`config.mk`:
```
export PLATFORM = sky130hd
export DESIGN_NAME = sc_transition_pulse_gen
export DESIGN_NICKNAME = d
export VERILOG_FILES = /design/src/rtl/sc_transition_pkg.sv /design/src/rtl/sc_sync2.sv /design/src/rtl/sc_transition_pulse_gen.sv
export SDC_FILE = /design/constraint.sdc
export NUM_CORES = 1
export LEC_CHECK = 0
export ABC_AREA = 0
export CORE_ASPECT_RATIO = 1.2
export CORE_UTILIZATION = 45
export CTS_CLUSTER_SIZE = 16
export DETAILED_ROUTE_END_ITERATION = 6
export RECOVER_POWER = 50
export SYNTH_ARGS = -nofsm -noshare
export SYNTH_HDL_FRONTEND = slang
export SYNTH_SLANG_ARGS = --single-unit
export TNS_END_PERCENT = 10
```
`constraint.sdc`:
```
create_clock -name SC_upTRANSITIONCOUNTER_CLOCK_50 -period 2.7 [get_ports SC_upTRANSITIONCOUNTER_CLOCK_50]
set_input_delay 0.54 -clock SC_upTRANSITIONCOUNTER_CLOCK_50 [delete_from_list [all_inputs] [get_ports SC_upTRANSITIONCOUNTER_CLOCK_50]]
set_output_delay 0.54 -clock SC_upTRANSITIONCOUNTER_CLOCK_50 [all_outputs]
set_load 0.005 [all_outputs]
```
`src/rtl/sc_transition_pkg.sv`:
```
// Shared definitions for the pushbutton transition-pulse stage.
// State encoding and default timing/width parameters.
package sc_transition_pkg;

  typedef enum logic [1:0] {
    IDLE         = 2'd0,
    PRESS_WAIT   = 2'd1,
    PRESSED      = 2'd2,
    RELEASE_WAIT = 2'd3
  } state_t;

  // 20 ms debounce at 50 MHz
  localparam int unsigned DEF_DEBOUNCE_CYCLES  = 1000000;
  localparam int unsigned DEF_DEBOUNCE_WIDTH   = 20;
  // 2 s long-press at 50 MHz
  localparam int unsigned DEF_LONGPRESS_CYCLES = 100000000;
  localparam int unsigned DEF_LONGPRESS_WIDTH  = 27;

endpackage

```
`src/rtl/sc_sync2.sv`:
```
// Two-flop synchronizer for an asynchronous active-low input.
// Both flops reset to 1 (released level) so a button held through reset
// is seen as a fresh press once reset is removed.
module sc_sync2 (
  input  logic clk,
  input  logic rst,
  input  logic d,
  output logic q
);

  logic meta;

  // Shift the raw input through two flops; async reset to the idle level
  always_ff @(posedge clk or posedge rst) begin
    if (rst) begin
      meta <= 1'b1;
      q    <= 1'b1;
    end else begin
      meta <= d;
      q    <= meta;
    end
  end

endmodule

```
`src/rtl/sc_transition_pulse_gen.sv`:
```
// Pushbutton conditioning stage for the up-transition counter.
// Synchronizes and debounces one active-low button, emits one active-low
// count pulse per accepted press and exports the debounced level.
// Optional long-press clear pulse: define TRANSITION_LONGPRESS_CLEAR_EN.
module sc_transition_pulse_gen
  import sc_transition_pkg::*;
#(
  parameter int unsigned DEBOUNCE_CYCLES  = DEF_DEBOUNCE_CYCLES,
  parameter int unsigned DEBOUNCE_WIDTH   = DEF_DEBOUNCE_WIDTH,
  parameter int unsigned LONGPRESS_CYCLES = DEF_LONGPRESS_CYCLES,
  parameter int unsigned LONGPRESS_WIDTH  = DEF_LONGPRESS_WIDTH
) (
  input  logic SC_upTRANSITIONCOUNTER_CLOCK_50,
  input  logic SC_upTRANSITIONCOUNTER_RESET_InHigh,
  input  logic SC_TRANSITIONPULSE_button_InLow,
  output logic SC_TRANSITIONPULSE_pulse_OutLow,
  output logic SC_TRANSITIONPULSE_clear_OutLow,
  output logic SC_TRANSITIONPULSE_level_OutLow
);

  localparam logic [DEBOUNCE_WIDTH-1:0] CNT_LAST = DEBOUNCE_WIDTH'(DEBOUNCE_CYCLES - 1);

  logic                      clk;
  logic                      rst;
  logic                      sync;
  state_t                    state;
  state_t                    state_nxt;
  logic [DEBOUNCE_WIDTH-1:0] cnt;
  logic [DEBOUNCE_WIDTH-1:0] cnt_nxt;
  logic                      pulse_q;
  logic                      pulse_nxt;
  logic                      level_q;
  logic                      level_nxt;

  assign clk = SC_upTRANSITIONCOUNTER_CLOCK_50;
  assign rst = SC_upTRANSITIONCOUNTER_RESET_InHigh;

  sc_sync2 u_sync (
    .clk (clk),
    .rst (rst),
    .d   (SC_TRANSITIONPULSE_button_InLow),
    .q   (sync)
  );

  // Next-state, stability counter and registered-output decode
  always_comb begin
    state_nxt = state;
    cnt_nxt   = cnt;
    pulse_nxt = 1'b1;
    case (state)
      IDLE: begin
        cnt_nxt = '0;
        if (!sync) state_nxt = PRESS_WAIT;
      end
      PRESS_WAIT: begin
        if (sync) begin
          state_nxt = IDLE;
          cnt_nxt   = '0;
        end else if (cnt == CNT_LAST) begin
          state_nxt = PRESSED;
          cnt_nxt   = '0;
          pulse_nxt = 1'b0;
        end else begin
          cnt_nxt = cnt + DEBOUNCE_WIDTH'(1);
        end
      end
      PRESSED: begin
        cnt_nxt = '0;
        if (sync) state_nxt = RELEASE_WAIT;
      end
      RELEASE_WAIT: begin
        if (!sync) begin
          state_nxt = PRESSED;
          cnt_nxt   = '0;
        end else if (cnt == CNT_LAST) begin
          state_nxt = IDLE;
          cnt_nxt   = '0;
        end else begin
          cnt_nxt = cnt + DEBOUNCE_WIDTH'(1);
        end
      end
      default: begin
        state_nxt = IDLE;
        cnt_nxt   = '0;
      end
    endcase
    // Level is registered from the next state so it changes on the same
    // edge as the press pulse.
    level_nxt = !((state_nxt == PRESSED) || (state_nxt == RELEASE_WAIT));
  end

  // State, counter and output registers with async reset
  always_ff @(posedge clk or posedge rst) begin
    if (rst) begin
      state   <= IDLE;
      cnt     <= '0;
      pulse_q <= 1'b1;
      level_q <= 1'b1;
    end else begin
      state   <= state_nxt;
      cnt     <= cnt_nxt;
      pulse_q <= pulse_nxt;
      level_q <= level_nxt;
    end
  end

  assign SC_TRANSITIONPULSE_pulse_OutLow = pulse_q;
  assign SC_TRANSITIONPULSE_level_OutLow = level_q;

`ifdef TRANSITION_LONGPRESS_CLEAR_EN
  localparam logic [LONGPRESS_WIDTH-1:0] LP_LAST = LONGPRESS_WIDTH'(LONGPRESS_CYCLES - 1);
  localparam logic [LONGPRESS_WIDTH-1:0] LP_HOLD = LONGPRESS_WIDTH'(LONGPRESS_CYCLES);

  logic [LONGPRESS_WIDTH-1:0] lp_cnt;
  logic [LONGPRESS_WIDTH-1:0] lp_nxt;
  logic                       clear_q;
  logic                       clear_nxt;

  // Long-press counter: fires once at LP_LAST, then parks at LP_HOLD so a
  // continued hold (including release bounces) never re-fires.
  always_comb begin
    lp_nxt    = lp_cnt;
    clear_nxt = 1'b1;
    if ((state == IDLE) || ((state == PRESS_WAIT) && (state_nxt == PRESSED))) begin
      lp_nxt = '0;
    end else if ((state == PRESSED) || (state == RELEASE_WAIT)) begin
      if (lp_cnt == LP_LAST) begin
        clear_nxt = 1'b0;
        lp_nxt    = LP_HOLD;
      end else if (lp_cnt != LP_HOLD) begin
        lp_nxt = lp_cnt + LONGPRESS_WIDTH'(1);
      end
    end
  end

  // Long-press counter and clear output registers
  always_ff @(posedge clk or posedge rst) begin
    if (rst) begin
      lp_cnt  <= '0;
      clear_q <= 1'b1;
    end else begin
      lp_cnt  <= lp_nxt;
      clear_q <= clear_nxt;
    end
  end

  assign SC_TRANSITIONPULSE_clear_OutLow = clear_q;
`else
  // Long-press parameters stay on the interface for drop-in compatibility;
  // folding them into the constant keeps them referenced.
  localparam bit LP_CFG_SEEN = (LONGPRESS_CYCLES >= 1) || (LONGPRESS_WIDTH >= 1);

  assign SC_TRANSITIONPULSE_clear_OutLow = LP_CFG_SEEN | 1'b1;
`endif

endmodule

```
Word level (Yosys, flattened, before mapping):

Cells that the tools add are included.

* bits in registers: 26
* input bits: 3
* output and inout port bits: 3
* word-level logic and storage cells: 31

* $add $sub $neg: 1
* eq/ne operators: 6
* multiplexer cells: 14
* reduce and logical (&&, ||, !) cells: 4

Operator list (count)
* 2-to-1 mux 20 bit: 3
* one-hot mux 20 bit (3 select lines): 1
* adder 20 x 1 -> 20 bit (second input constant): 1
* == test 20 bit (second input constant): 1
* 2-to-1 mux 2 bit: 6
* == test 2 bit (second input constant): 4
* one-hot mux 2 bit (4 select lines): 1
* 2-to-1 mux 1 bit: 3
* == test 2 x 1 -> 1 bit (second input constant): 1
* zero test 2 bit: 1
* OR reduction 2 bit: 1
* zero test 1 bit: 1
* logical OR 1 bit: 1

Longest topological paths before layout:

* word-level depth: 7
* depth in mapped cells: 6

By module:

Synthesis repeated with hierarchy kept, for this count alone.

* cells, all modules: 128
* area, all modules: 1285.0 sq um

Modules (own cells, without submodules)
* sc_transition_pulse_gen: instances 1, cells each 125, area each 1228.7 sq um
* sc_sync2: instances 1, cells each 3, area each 56.3 sq um

Worst setup path after synthesis:

OpenSTA, ideal clock, no wires.

* kind: register -> register
* from: register cnt[0]
* to: register cnt[18]
* arrival: 1.910 ns
* required time: 2.622 ns
* slack: 0.712 ns
* stages on the path, launching flop included: 7
* buffers on the path: 1
* clock period less this slack: 1.988 ns
* path through: dfrtp_1 > ha_1 > nand3_2 > or4_1 > buf_2 > or4_1 > a21oi_1

* cells in the longest elaborated chain, start to end: 4

RTL lines
* from (decl): RTL line sc_transition_pulse_gen.sv:28 `logic [DEBOUNCE_WIDTH-1:0] cnt;`
* from (signal assigned): RTL line sc_transition_pulse_gen.sv:101 `cnt <= cnt_nxt;`
* adder 20 x 1 -> 20 bit or == test 20 bit (tied branches)
* 2-to-1 mux 20 bit (*): RTL line sc_transition_pulse_gen.sv:59, sc_transition_pulse_gen.sv:75
* 2-to-1 mux 20 bit, on equally long branches: RTL line sc_transition_pulse_gen.sv:72, sc_transition_pulse_gen.sv:56
* one-hot mux 20 bit (3 select lines) (*): RTL line sc_transition_pulse_gen.sv:50 `case (state)`
* net cnt_nxt[18]: RTL line sc_transition_pulse_gen.sv:29 `logic [DEBOUNCE_WIDTH-1:0] cnt_nxt;`

The timed path passes the listed nets; every way through them passes the cells marked *.

Final worst setup path:

Ends and elaborated chain as after synthesis.

==> flow_summary.toml <==
[timing]
setup_viol = 0
slew_violations = 0
rsz0062_at_grt = "false"
finalClockSkew_ns = 0.0128
min_period_over_period_pct = 81.1
worst_pin_slew_ns = 1.34
max_freq_mhz = 457
tns_ns = 0
maxSlewHeadroom_pct = 11.0
period_needed_ns = 2.19
hold_viol = 0

[synthesis]
syn-num-nets = 126
syn_avg_cell_area_um2 = 9.96
ys_seq_elements = 26
yosysSeqAreaShare_pct = 54.0
synth_cells = 122
yosysWarnings = 0
synth_cell_types = 29
syn_area_mm2 = 0.00121

[detailed_routing]
drt-pass1-iter-count = 4
antenna_left = 0
drcViolationCount = 0
dr_total_vias = 859
detail_route.wl_per_cell_um = 12.0
drt_iter0_drc = 19
drt-vias-per-instance = 5.40
routed_wl_um = 1910

[global_route]
grt_pass1_vias = 799
overflow = 0
antenna_found_initial = 0
track_usage_pct = 15.5
grt_pass1_wl_um = 3400
grt_max_degree = 27

[critical_path]
crit_type = "reg2reg"
r2r_start = "cnt[0]"
start_kind = "register"
crit_chain = "ha_1 > nand3_2 > or4_1 > or4_1 > a21oi_1"
path_buf_inv = 0
cp.required_ns = 2.94
crit_start = "cnt[0]"
crit_fanout = 7
critPathTopFamily = "simple AND/OR/NAND/NOR gates"
cpMostUsedCell = "or4_1"
crit_slowest_cell = "or4_1"
arrival_ns = 2.43
cpPeakStageDelay_ns = 0.67
end_kind = "register"

[pwr]
peakVddDrop_uv = 358
clkPwrFrac_pct = 38.7
p_switching_mw = 0.130
p_seq_share_pct = 58.5
switching_share_pct = 19.1
pwr-share-comb_pct = 2.8
intPower_mw = 0.550
p_per_area_mw_per_mm2 = 512
total_power_mw = 0.680
power.leakage_nw = 0.496

[die]
initial_utilization_pct = 47.6
die-area_mm2 = 0.00291
die_y_um = 58.9
fp-row-count = 20
io_pins = 6
core_mm2 = 0.00255
die_w_um = 49.4

[clock_network]
root_buffer = "clkbuf_4"
cts.sinks = 26
cts_made_buffers = 3
hold_buffers = 0
cts_max_level = 1
clk_latency_ns = 0.32
path_clk_slew_ns = 0.14
cts_resized = 0
post-cts-setup-buffer-count = 0
cts_tree = "built"
clk_path_buf_depth = 2

[finish]
syn_to_final_growth_pct = 9.37
antenna_cells = 0
multi_input_area_um2 = 505
n_fill_cell = 250
nets = 131
final_common_cell = "dfrtp_1"
final_cell_mix = "dfrtp_1, nor2_1, xnor2_1, inv_1, a21oi_1"
regArea_um2 = 656
layout-drive-gt1-share_pct = 8.73

[placement]
hpwl_um = 1380
place.gp.congestion = 0.693
io_buffers = 4

[status]
status = "complete, no violations"

[worst_hold_path]
hold_class = "reg2reg"
min_from = "u_sync.meta"

[run]
maxCapViolCount = 0
-- cells in the mapped netlist --
master	n	area share, %
nand3_2	2	1.6
a21o_1	1	0.62
or4_1	5	3.1
xor2_1	1	0.72
nor2b_1	1	0.52
nor2_1	17	5.3
xnor2_1	11	7.9
o31ai_1	3	1.9
or3_1	4	2.1
dfrtp_1	22	45
nand3_1	5	2.1
inv_1	8	2.5
conb_1	1	0.31
buf_2	1	0.41
clkbuf_1	3	0.93
nand3b_1	1	0.62
a21oi_1	7	2.9
nand2_1	5	1.5
nor4_1	2	1.0
mux2i_1	1	0.82
buf_4	1	0.62
o21ai_0	4	1.6
ha_1	1	1.0
and2_1	1	0.52
and4b_1	1	0.82
mux2_2	1	0.93
nand4_1	4	2.1
nor3_1	4	1.6
dfstp_2	4	8.7
-- worst paths after layout --
path | to | slack, ns | cells after the start
max in group asynchronous | cnt[1] | 0.83 | 3
hold reg to reg | u_sync.q | 0.37 | 0
min in group asynchronous | cnt[12] | 1.08 | 3
setup / recovery | cnt[18] | 0.51 | 5
hold / removal | u_sync.q | 0.37 | 0
setup reg to reg | cnt[18] | 0.51 | 5
-- power groups by stage --
stage | logic (mW) | registers, mW | clock network (mW)
finish | 0.0190 | 0.397 | 0.263
global route | 0.0228 | 0.398 | 0.287
CTS | 0.0212 | 0.398 | 0.271
detailed placement | 0.0213 | 0.405 | 0
global placement | 0.0211 | 0.404 | 0
floorplan | 0.0151 | 0.404 | 0
-- layout make-up --
cell class,instances,share of cell area (%)
Sequential cell,26,49.3
Multi-Input combinational cell,83,38.0
Timing Repair Buffer,5,3.30
Tap cell,33,3.11
Clock inverter,1,2.26
Inverter,8,2.26
Clock buffer,3,1.69
-- stage by stage --
step                cells  worst slack [ns]  area [um2]  hold WS, ns  util, %
floorplan             122             0.712        1210        0.345        -
global placement      155             0.616        1280        0.346     50.1
detailed placement    155             0.543        1280        0.349     50.1
CTS                   159             0.522        1330        0.368     52.2
global route          159             0.368        1330        0.374     52.1
finish                159             0.511        1330        0.367     52.1
-- logic make-up (layout without fill, tap and decap cells) --
| group | count (synthesis) | after routing | share of synthesized area (%) |
|---|---|---|---|
| AND/OR/NAND/NOR | 52 | 52 | 22.9 |
| flip-flops | 26 | 26 | 54.0 |
| AO/OA/AOI/OAI | 15 | 15 | 7.00 |
| buffers and inverters | 13 | 17 | 4.43 |
| XOR/XNOR | 12 | 12 | 8.65 |
| multiplexers | 2 | 2 | 1.75 |
| adder cells (fa/ha/maj) | 1 | 1 | 1.03 |
| other | 1 | 1 | 0.309 |
-- sequential cells by signal, summed over array words and instances, names as in the netlist --
| register | flops |
|---|---|
| u_sync.q | 1 |
| u_sync.meta | 1 |
| cnt | 20 |
| state | 2 |
| SC_TRANSITIONPULSE_pulse_OutLow | 1 |
| SC_TRANSITIONPULSE_level_OutLow | 1 |
-- metal layers --
layer	vias to the layer above	global-route usage, %	routed length (um)
met1	423	19.2	899
met3	5	3.10	43
met5	-	0	0
li1	420	-	-
met4	0	8.57	38
met2	11	25.6	930
Note: power is estimated with default switching activity, not from simulation.
==> edit: new RTL, same flow settings <==
Register the output `SC_TRANSITIONPULSE_level_OutLow` once more; this adds one clock of latency there. The other outputs are not delayed to match.
--- a/src/rtl/sc_transition_pulse_gen.sv
+++ b/src/rtl/sc_transition_pulse_gen.sv
@@ -105,7 +105,9 @@
   end
 
   assign SC_TRANSITIONPULSE_pulse_OutLow = pulse_q;
-  assign SC_TRANSITIONPULSE_level_OutLow = level_q;
+  always_ff @(posedge SC_upTRANSITIONCOUNTER_CLOCK_50) begin
+    SC_TRANSITIONPULSE_level_OutLow <= level_q;
+  end
 
 `ifdef TRANSITION_LONGPRESS_CLEAR_EN
   localparam logic [LONGPRESS_WIDTH-1:0] LP_LAST = LONGPRESS_WIDTH'(LONGPRESS_CYCLES - 1);
Behaviour: no difference found for any inputs over 10 cycles, from zero or initial values and one cycle with SC_upTRANSITIONCOUNTER_RESET_InHigh high; that may be too few to reach the edited logic, so the function may still have changed.
==> edit against the original RTL <==
Sequential cell count up 1; via count up 0.23%; design area decreased by 0.47%; wire length grew 6.6%; sequential power up 4%; synthesized cell count up 0.82%; synthesized area rose by 1.6%; total power is 12% lower; setup slack better by 0.041 ns; largest power group unchanged.
==> edit: results (changes against the original RTL) <==
status complete, no violations; Setup Fix Bufs, Post-CTS 0 (unchanged); initial antenna violation count 0 (unchanged); share of cells above drive strength 1 0.0787 (-0.00856); global placer's final weighted congestion 0.745 (+7.4%); Static Leak 0.000491 uW (-0.98%); DRT iter0 DRCs 12 (-7); vias in the first global route 808 (+1.1%); Post-synth ARST share 0.963 (-0.0370); WL final 2.04 mm (+6.6%); leading registers by flop count cnt (20), state (2); area share of the largest cell type after synthesis 0.446 (-0.00735); WP data arrival 2.40 ns (-0.03 ns); # fillers 237 (-5.2%); Synth Net Count 127 (+0.79%); first-pass GRT wire length 3.53 mm (+3.9%); Hold Crit Depth 0 (unchanged); sequential share of the synthesized area 0.547 (+0.00746); Placed Cells 156 (+0.65%); dominant cells by area after synthesis dfrtp_1, dfstp_2, xnor2_1; Syn Inst Count 123 (+0.82%); Post-DP HPWL 1.46 mm (+5.8%); Mapped Avg Cell Area 10.0 um2 (+0.82%); Seq Cell Count 27 (+3.8%); Worst VDD drop 326 uV (-8.9%); Pwr Density 454 mW/mm2 (-11%); count of cell types in the netlist 30 (+3.4%); sequential share of cell area 0.511 (+0.0175); yosys warns 0 (unchanged); crit path max fanout 7 (unchanged); Clock buf/inv share 0.0199 (-0.0197); overall routing resource usage 0.162 (+0.00694); Cell Area, Placed 0.00130 mm2 (+1.6%); drt wl/cell 12.7 um (+5.9%); Least-Margin Pin Slew 1.35 ns (+0.0118 ns); post-DR vias/cell 5.38 (-0.39%); signal buffers share of area 0.0331 (+0.000156); Non-Clock Buffer Count 5 (unchanged); Layout clock buffers 4 (+1); Setup Skew 0.00186 ns (-0.0110 ns); multi-input gate share of total cell area 0.382 (+0.00180); clock-pin slew on the worst setup and hold paths roughly 0.13 ns; most frequent cells after synthesis dfrtp_1, nor2_1, xnor2_1; Place WS 0.561 ns (+0.0181 ns); First-pass DRT Iterations 4 (unchanged)
-- edit: cell families after synthesis --
logic type               after synthesis  synth area share
buffers and inverters                 13            0.0436
XOR/XNOR                              12            0.0851
adder cells (fa/ha/maj)                1            0.0101
AND/OR/NAND/NOR                       52             0.225
multiplexers                           2            0.0172
flip-flops                            27             0.547
AO/OA/AOI/OAI                         15            0.0689
other                                  1           0.00304
-- edit: per-stage QoR --
stage | power [uW] | hold slack [ns]
after floorplan | 434 | 0.345
after global placement | 441 | 0.346
after detailed placement | 442 | 0.357
after CTS | 617 | 0.377
after global routing | 631 | 0.376
final | 601 | 0.372
-- edit: worst max-delay path: stages (launching register included) --
cell and delay, ns:
dfrtp_1 0.41, ha_1 0.21, nand3_2 0.13, or4_1 0.66, or4_1 0.51, a21oi_1 0.16
-- edit: layer usage --
metal  vias to the layer above  global-route usage  share of wire
met2                         7               0.274           0.50
met1                       423               0.202           0.46
li1                        427                   -              -
met3                         4              0.0308          0.017
met4                         0              0.0735          0.014
met5                         -                   0              0
-- edit: final timing paths --
check,slack [ns],endpoint,startpoint
max,0.55,cnt[18]$_DFF_PP0_,cnt[0]$_DFF_PP0_
min,0.37,u_sync.q$_DFF_PP1_,u_sync.meta$_DFF_PP1_
max reg2reg,0.55,cnt[18]$_DFF_PP0_,cnt[0]$_DFF_PP0_
min reg2reg,0.37,u_sync.q$_DFF_PP1_,u_sync.meta$_DFF_PP1_
max in group asynchronous,0.83,cnt[10]$_DFF_PP0_,SC_upTRANSITIONCOUNTER_RESET_InHigh
min in group asynchronous,1.09,cnt[14]$_DFF_PP0_,SC_upTRANSITIONCOUNTER_RESET_InHigh
-- edit: power breakdown --
part	internal, uW	switching [uW]	leakage [uW]
registers	409	2.97	0.000354
logic	5.01	14.5	0.000122
clock network	57.8	111	0.0000150
total	472	129	0.000491
